File: src/rtl/vu_pkg.sv
// Shared types, defaults and helpers for the multi-channel VU meter driver.
package vu_pkg;

    typedef enum logic {
        VU_DIRECT = 1'b0,
        VU_DECAY  = 1'b1
    } vu_mode_e;

    localparam int VU_DEF_PWM_BITS = 7;
    localparam int VU_DEF_PWM_DIV  = 64;
    localparam int VU_PWM_PERIOD   = (1 << VU_DEF_PWM_BITS) * VU_DEF_PWM_DIV;

    // Magnitude of a w-bit two's-complement value carried sign-extended in 32 bits.
    // The most negative code saturates so the result always fits in w-1 bits.
    function automatic logic [31:0] abs_sat(input logic signed [31:0] s, input int unsigned w);
        logic signed [31:0] most_neg;
        most_neg = -(32'sd1 <<< (w - 1));
        if (s == most_neg)
            return (32'd1 << (w - 1)) - 32'd1;
        else if (s < 0)
            return 32'(-s);
        else
            return 32'(s);
    endfunction

endpackage

File: src/rtl/vu_channel.sv
// One meter channel: rectify, window-average, scale to PWM resolution and
// apply the selected ballistics. The level only moves on a completed window.
module vu_channel
    import vu_pkg::*;
#(
    parameter int SAMPLE_W    = 8,
    parameter int AVG_LOG2    = 4,
    parameter int PWM_BITS    = 7,
    parameter int DECAY_SHIFT = 3
) (
    input  logic                clk,
    input  logic                rst_n,
    input  logic                audio_enable,
    input  logic                data_en,
    input  logic [SAMPLE_W-1:0] sample,
    input  vu_mode_e            mode,
    output logic [PWM_BITS-1:0] level
);

    localparam int MAG_W = SAMPLE_W - 1;
    localparam int ACC_W = MAG_W + AVG_LOG2;

    logic [MAG_W-1:0]    mag;
    logic                strobe;
    logic                last_strobe;
    logic [ACC_W-1:0]    acc_sum;

    logic [AVG_LOG2-1:0] cnt_reg;
    logic [ACC_W-1:0]    acc_reg;
    logic [PWM_BITS-1:0] target_reg;
    logic                win_done_reg;
    logic [PWM_BITS-1:0] level_reg;

    logic [PWM_BITS-1:0] diff;
    logic [PWM_BITS-1:0] level_next;

    assign mag         = MAG_W'(abs_sat(32'($signed(sample)), SAMPLE_W));
    assign strobe      = data_en && audio_enable;
    assign last_strobe = (cnt_reg == '1);
    // The window sum never exceeds 2^AVG_LOG2 full-scale magnitudes, so ACC_W bits hold it.
    assign acc_sum     = acc_reg + ACC_W'(mag);

    always_comb begin
        diff       = level_reg - target_reg;
        level_next = level_reg;
        if (win_done_reg) begin
            if (mode == VU_DIRECT || target_reg >= level_reg)
                level_next = target_reg;
            else
                level_next = level_reg - (diff >> DECAY_SHIFT);
        end
    end

    always_ff @(posedge clk or negedge rst_n) begin
        if (!rst_n) begin
            cnt_reg      <= '0;
            acc_reg      <= '0;
            target_reg   <= '0;
            win_done_reg <= 1'b0;
            level_reg    <= '0;
        end else if (!audio_enable) begin
            cnt_reg      <= '0;
            acc_reg      <= '0;
            target_reg   <= '0;
            win_done_reg <= 1'b0;
            level_reg    <= '0;
        end else begin
            win_done_reg <= strobe && last_strobe;
            level_reg    <= level_next;
            if (strobe) begin
                cnt_reg <= cnt_reg + 1'b1;
                if (last_strobe) begin
                    acc_reg    <= '0;
                    // Average and scale in one step: keep the top PWM_BITS of the sum.
                    target_reg <= acc_sum[ACC_W-1 -: PWM_BITS];
                end else begin
                    acc_reg <= acc_sum;
                end
            end
        end
    end

    assign level = level_reg;

endmodule

File: src/rtl/vu_meter_multi.sv
// Multi-channel VU meter driver: per-channel level processing plus a shared
// PWM timebase whose duty registers only reload at the period boundary.
module vu_meter_multi
    import vu_pkg::*;
#(
    parameter int NUM_CH      = 2,
    parameter int SAMPLE_W    = 8,
    parameter int AVG_LOG2    = 4,
    parameter int PWM_BITS    = VU_DEF_PWM_BITS,
    parameter int PWM_DIV     = VU_DEF_PWM_DIV,
    parameter int DECAY_SHIFT = 3
) (
    input  logic                         clk,
    input  logic                         rst_n,
    input  logic [NUM_CH-1:0]            data_en,
    input  logic                         audio_enable,
    input  logic [NUM_CH*SAMPLE_W-1:0]   audio_in,
    input  logic                         mode,
    input  logic                         test_en,
    input  logic [PWM_BITS-1:0]          test_level,
    output logic [NUM_CH-1:0]            vu_out,
    output logic [NUM_CH*PWM_BITS-1:0]   level_out
);

    localparam int PRESC_W = (PWM_DIV > 1) ? $clog2(PWM_DIV) : 1;

    logic [PWM_BITS-1:0] level_w  [NUM_CH];
    logic [PWM_BITS-1:0] load_val [NUM_CH];
    logic [PWM_BITS-1:0] duty_reg [NUM_CH];
    logic [NUM_CH-1:0]   vu_out_reg;

    logic [PRESC_W-1:0]  presc_reg;
    logic [PWM_BITS-1:0] phase_reg;
    logic                presc_wrap;
    logic                phase_wrap;

    for (genvar gi = 0; gi < NUM_CH; gi++) begin : g_ch
        vu_channel #(
            .SAMPLE_W    (SAMPLE_W),
            .AVG_LOG2    (AVG_LOG2),
            .PWM_BITS    (PWM_BITS),
            .DECAY_SHIFT (DECAY_SHIFT)
        ) u_channel (
            .clk          (clk),
            .rst_n        (rst_n),
            .audio_enable (audio_enable),
            .data_en      (data_en[gi]),
            .sample       (audio_in[gi*SAMPLE_W +: SAMPLE_W]),
            .mode         (vu_mode_e'(mode)),
            .level        (level_w[gi])
        );

        assign load_val[gi]                       = test_en ? test_level : level_w[gi];
        assign level_out[gi*PWM_BITS +: PWM_BITS] = level_w[gi];
    end

    assign presc_wrap = (presc_reg == PRESC_W'(PWM_DIV - 1));
    assign phase_wrap = presc_wrap && (phase_reg == '1);

    always_ff @(posedge clk or negedge rst_n) begin
        if (!rst_n) begin
            presc_reg <= '0;
            phase_reg <= '0;
        end else begin
            presc_reg <= presc_wrap ? '0 : presc_reg + 1'b1;
            if (presc_wrap)
                phase_reg <= phase_reg + 1'b1;
        end
    end

    // Duty only changes on the last step of a period, so every period is glitch-free.
    always_ff @(posedge clk or negedge rst_n) begin
        if (!rst_n) begin
            for (int k = 0; k < NUM_CH; k++)
                duty_reg[k] <= '0;
            vu_out_reg <= '0;
        end else begin
            for (int k = 0; k < NUM_CH; k++) begin
                if (phase_wrap)
                    duty_reg[k] <= load_val[k];
                vu_out_reg[k] <= (phase_reg < duty_reg[k]);
            end
        end
    end

    assign vu_out = vu_out_reg;

endmodule

File: config.mk
export PLATFORM = sky130hd
export DESIGN_NAME = vu_meter_multi
export DESIGN_NICKNAME = d
export VERILOG_FILES = /design/src/rtl/vu_pkg.sv /design/src/rtl/vu_channel.sv /design/src/rtl/vu_meter_multi.sv
export SDC_FILE = /design/constraint.sdc
export NUM_CORES = 1
export LEC_CHECK = 0
export ABC_AREA = 1
export CAP_MARGIN = 20
export CORE_UTILIZATION = 55
export CTS_BUF_LIST = sky130_fd_sc_hd__clkbuf_16
export DETAILED_ROUTE_END_ITERATION = 12
export PLACE_DENSITY = 0.78
export SYNTH_ARGS = -nofsm -noshare
export SYNTH_HDL_FRONTEND = slang
export SYNTH_HIERARCHICAL = 1
export SYNTH_SLANG_ARGS = --single-unit
File: constraint.sdc
create_clock -name clk -period 4.45 [get_ports clk]
set_input_delay 1.1125 -clock clk [delete_from_list [all_inputs] [get_ports clk]]
set_output_delay 1.1125 -clock clk [all_outputs]
set_load 0.005 [all_outputs]
==> flow_summary_export.csv <==
group,metric,value,unit
critical_path,critPathSlowestCell,"clkdlybuf4s50_1",
floorplan,io_pins,46,
critical_path,crit_fanout,6,
yosys,ys_types,41,
timing,rsz0062_at_grt,"no",
timing,fin_ws,1.05,ns
routing,ant_nets,0,
grt,gr-total-overflow,0,
timing,setup_violations,0,
critical_path,cp.arrival,3.63,ns
outcome,outcome,"complete, no violations",
grt,first_global_vias,5367,
grt,grt_max_degree,73,
critical_path,cp-end-kind,"flip-flop",
routing,vias_per_cell,5.22,
timing,hold_violations,0,
routing,dr.pass1.iters,5,
timing,clock_skew,0.00943,ns
critical_path,path_class,"in2reg",
grt,grt_use_total,0.238,
critical_path,worstPathRequired,4.68,ns
cts,cts_buffer_depth,2,
cts,numCtsBuffers,9,
timing,fmax,294,MHz
placed_design,detailed_place_hpwl,10000,um
cts,cts_resized,0,
floorplan,initial_core_util,0.567,
cts,clockRootBuffer,"clkbuf_16",
routing,post_drt_wl_per_cell,12.3,um
cts,postCtsSetupBuffers,0,
critical_path,critPathLaunchType,"input port",
yosys,syn_inst,902,
yosys,syn-cell-area,6510,um^2
worst_hold_path,min-delay-path-class,"reg2reg",
placed_design,gp_congestion,0.870,
critical_path,slowest_delay,0.48,ns
critical_path,path_cells,"clkdlybuf4s50_1 -> inv_1 -> ha_1 -> inv_1 -> nor3_2 -> nand3_1 -> or3_1 -> nand2_1 -> ha_1 -> fa_1 -> nand2_1 -> nand2_1 -> nand3_1 -> nand2_1 -> or2_1 -> nand3_1 -> o21ai_1",
floorplan,die_h,111,um
finish,finalNonFillerCells,1098,
job,drv_cap,0,
floorplan,coreArea,11500,um^2
finish,area_growth,13.6,%
critical_path,path_buf_inv,3,
cts,clk_pin_slew,0.07,ns
cts,postCtsHoldBufs,0,
finish,drive_gt1_frac,0.0628,
cts,cts_tree,"done",
placed_design,placed_cells,1083,
finish,diodes,0,
yosys,synth_nets,990,
power_and_ir_drop,p_leak,0.00409,uW
routing,drc,0,
critical_path,path_delay_family,"simple AND/OR/NAND/NOR gates",
power_and_ir_drop,power_density,262,nW/um^2
timing,worstMarginPinSlew,0.909,ns
timing,fin_crit,3.40,ns
timing,fin_crit_sh,0.764,
power_and_ir_drop,irDropWorstVdd,0.223,mV
placed_design,pre_cts_slack,0.694,ns
finish,largest_register_ffs,22,
floorplan,dieWidth,111,um
floorplan,num_rows,39,
cts,h-tree-depth,3,
timing,final-max-slew-violation-count,0,
yosys,ys_seq_area_frac,0.342,
timing,setup-tns-final,0,ns
yosys,synth-edff-count,0,
cts,clock_latency,0.35,ns
routing,vias,5730,
routing,drtIter0Drc,317,
floorplan,die_area,12300,um^2
finish,final_nets,1039,
yosys,ys_seq_elements,89,
cts,clkSinkCount,89,
yosys,ys.flop_type,"dfrtp_1",
routing,drt-total-wl,13500,um
critical_path,crit_top_cell,"nand2_1",
placed_design,port_buffers,45,
yosys,yosys_warnings,6,
yosys,synthArstFlopShare,1.00,
yosys,synth.avg_cell_area,7.21,um^2
timing,slew-limit-headroom,0.394,
grt,grt_pass1_wl,23900,um
finish,n_fill_cell,996,
grt,antenna_found_initial,0,
## power breakdown
group / leakage [uW] / internal [uW] / total, uW / switching (uW)
clock: 0.000153 / 487 / 804 / 317
combinational: 0.00281 / 115 / 284 / 170
sequential: 0.00113 / 832 / 850 / 17.8
## through the flow
step                      power (uW)  hold WS, ns  instance area (um^2)  utilization
final                           1940        0.471                  7390        0.644
after global routing            2040        0.499                  7390        0.644
after CTS                       1960        0.474                  7390        0.644
after detailed placement        1150        0.459                  7080        0.617
after global placement          1140        0.455                  7080        0.617
after floorplan                 1050        0.442                  6510            -
## worst paths after layout
check	startpoint	slack, ns	to	cells past startpoint
worst max-delay path	audio_in[8]	1.05	g_ch[1].u_channel/target_reg[2]$_DFFE_PN0P_	17
worst min-delay path	duty_reg[1]$_DFFE_PN0P_	0.47	duty_reg[1]$_DFFE_PN0P_	2
worst max register to register	g_ch[1].u_channel/level[1]$_DFFE_PN0P_	1.83	g_ch[1].u_channel/level[4]$_DFFE_PN0P_	12
worst min register to register	duty_reg[1]$_DFFE_PN0P_	0.47	duty_reg[1]$_DFFE_PN0P_	2
max in group asynchronous	rst_n	2.77	duty_reg[9]$_DFFE_PN0P_	2
min in group asynchronous	rst_n	0.89	duty_reg[13]$_DFFE_PN0P_	1
## logic make-up (layout without fill, tap and decap cells)
kind of cell,Yosys count,count (layout),synth area share
compound gates,86,86,0.0773
xor+xnor,24,24,0.0323
fa+ha+maj,58,58,0.116
buf+inv,153,206,0.0938
flops,89,89,0.342
simple gates,492,492,0.338
## tightest hold or removal path, delay by kind of cell, from the launching register on
family / cells / cell delay (ns)
AND/OR/NAND/NOR: 2 / 0.09
flip-flops: 1 / 0.34
## per-layer routing
metal | track usage | part of all wire
met1 | 0.317 | 0.49
met2 | 0.398 | 0.46
met3 | 0.0355 | 0.032
met4 | 0.0773 | 0.015
met5 | 0 | 0
## layout make-up
cell class | count | area, um^2 | area share
Multi-Input combinational cell | 660 | 3670 | 0.497
Sequential cell | 89 | 2230 | 0.301
Inverter | 144 | 541 | 0.0731
Timing Repair Buffer | 47 | 463 | 0.0626
Clock buffer | 9 | 225 | 0.0305
Tap cell | 143 | 179 | 0.0242
Clock inverter | 6 | 85.1 | 0.0115
## Yosys cell counts (all sizes together) (7+ instances only)
cell type,instances,area share
xnor2,9,0.012
buf,7,0.0096
nand3b,8,0.0092
or2,7,0.0075
inv,144,0.083
ha,54,0.10
nand3,99,0.082
nor2,48,0.037
nand2,317,0.19
o21ai,45,0.036
nand4,8,0.0077
dfrtp,89,0.34
a21oi,24,0.021
xor2,15,0.020
## cells in the final DEF (no fill, tap or decap), drive strengths merged
cell type,count
ha,54
a21oi,24
o22ai,2
a21o,3
a32o,2
clkbuf,9
or3,1
nand4,8
o211ai,2
xnor2,9
bufinv,2
nand2,317
clkdlybuf4s50,44
a22o,4
nor2,48
buf,3
xor2,15
fa,4
dfrtp,89
o21ai,45
clkinv,2
nor3,4
nand3,99
a21boi,4
nand3b,8
or2,7
clkinvlp,1
inv,145
(Power assumes the default switching activity.)
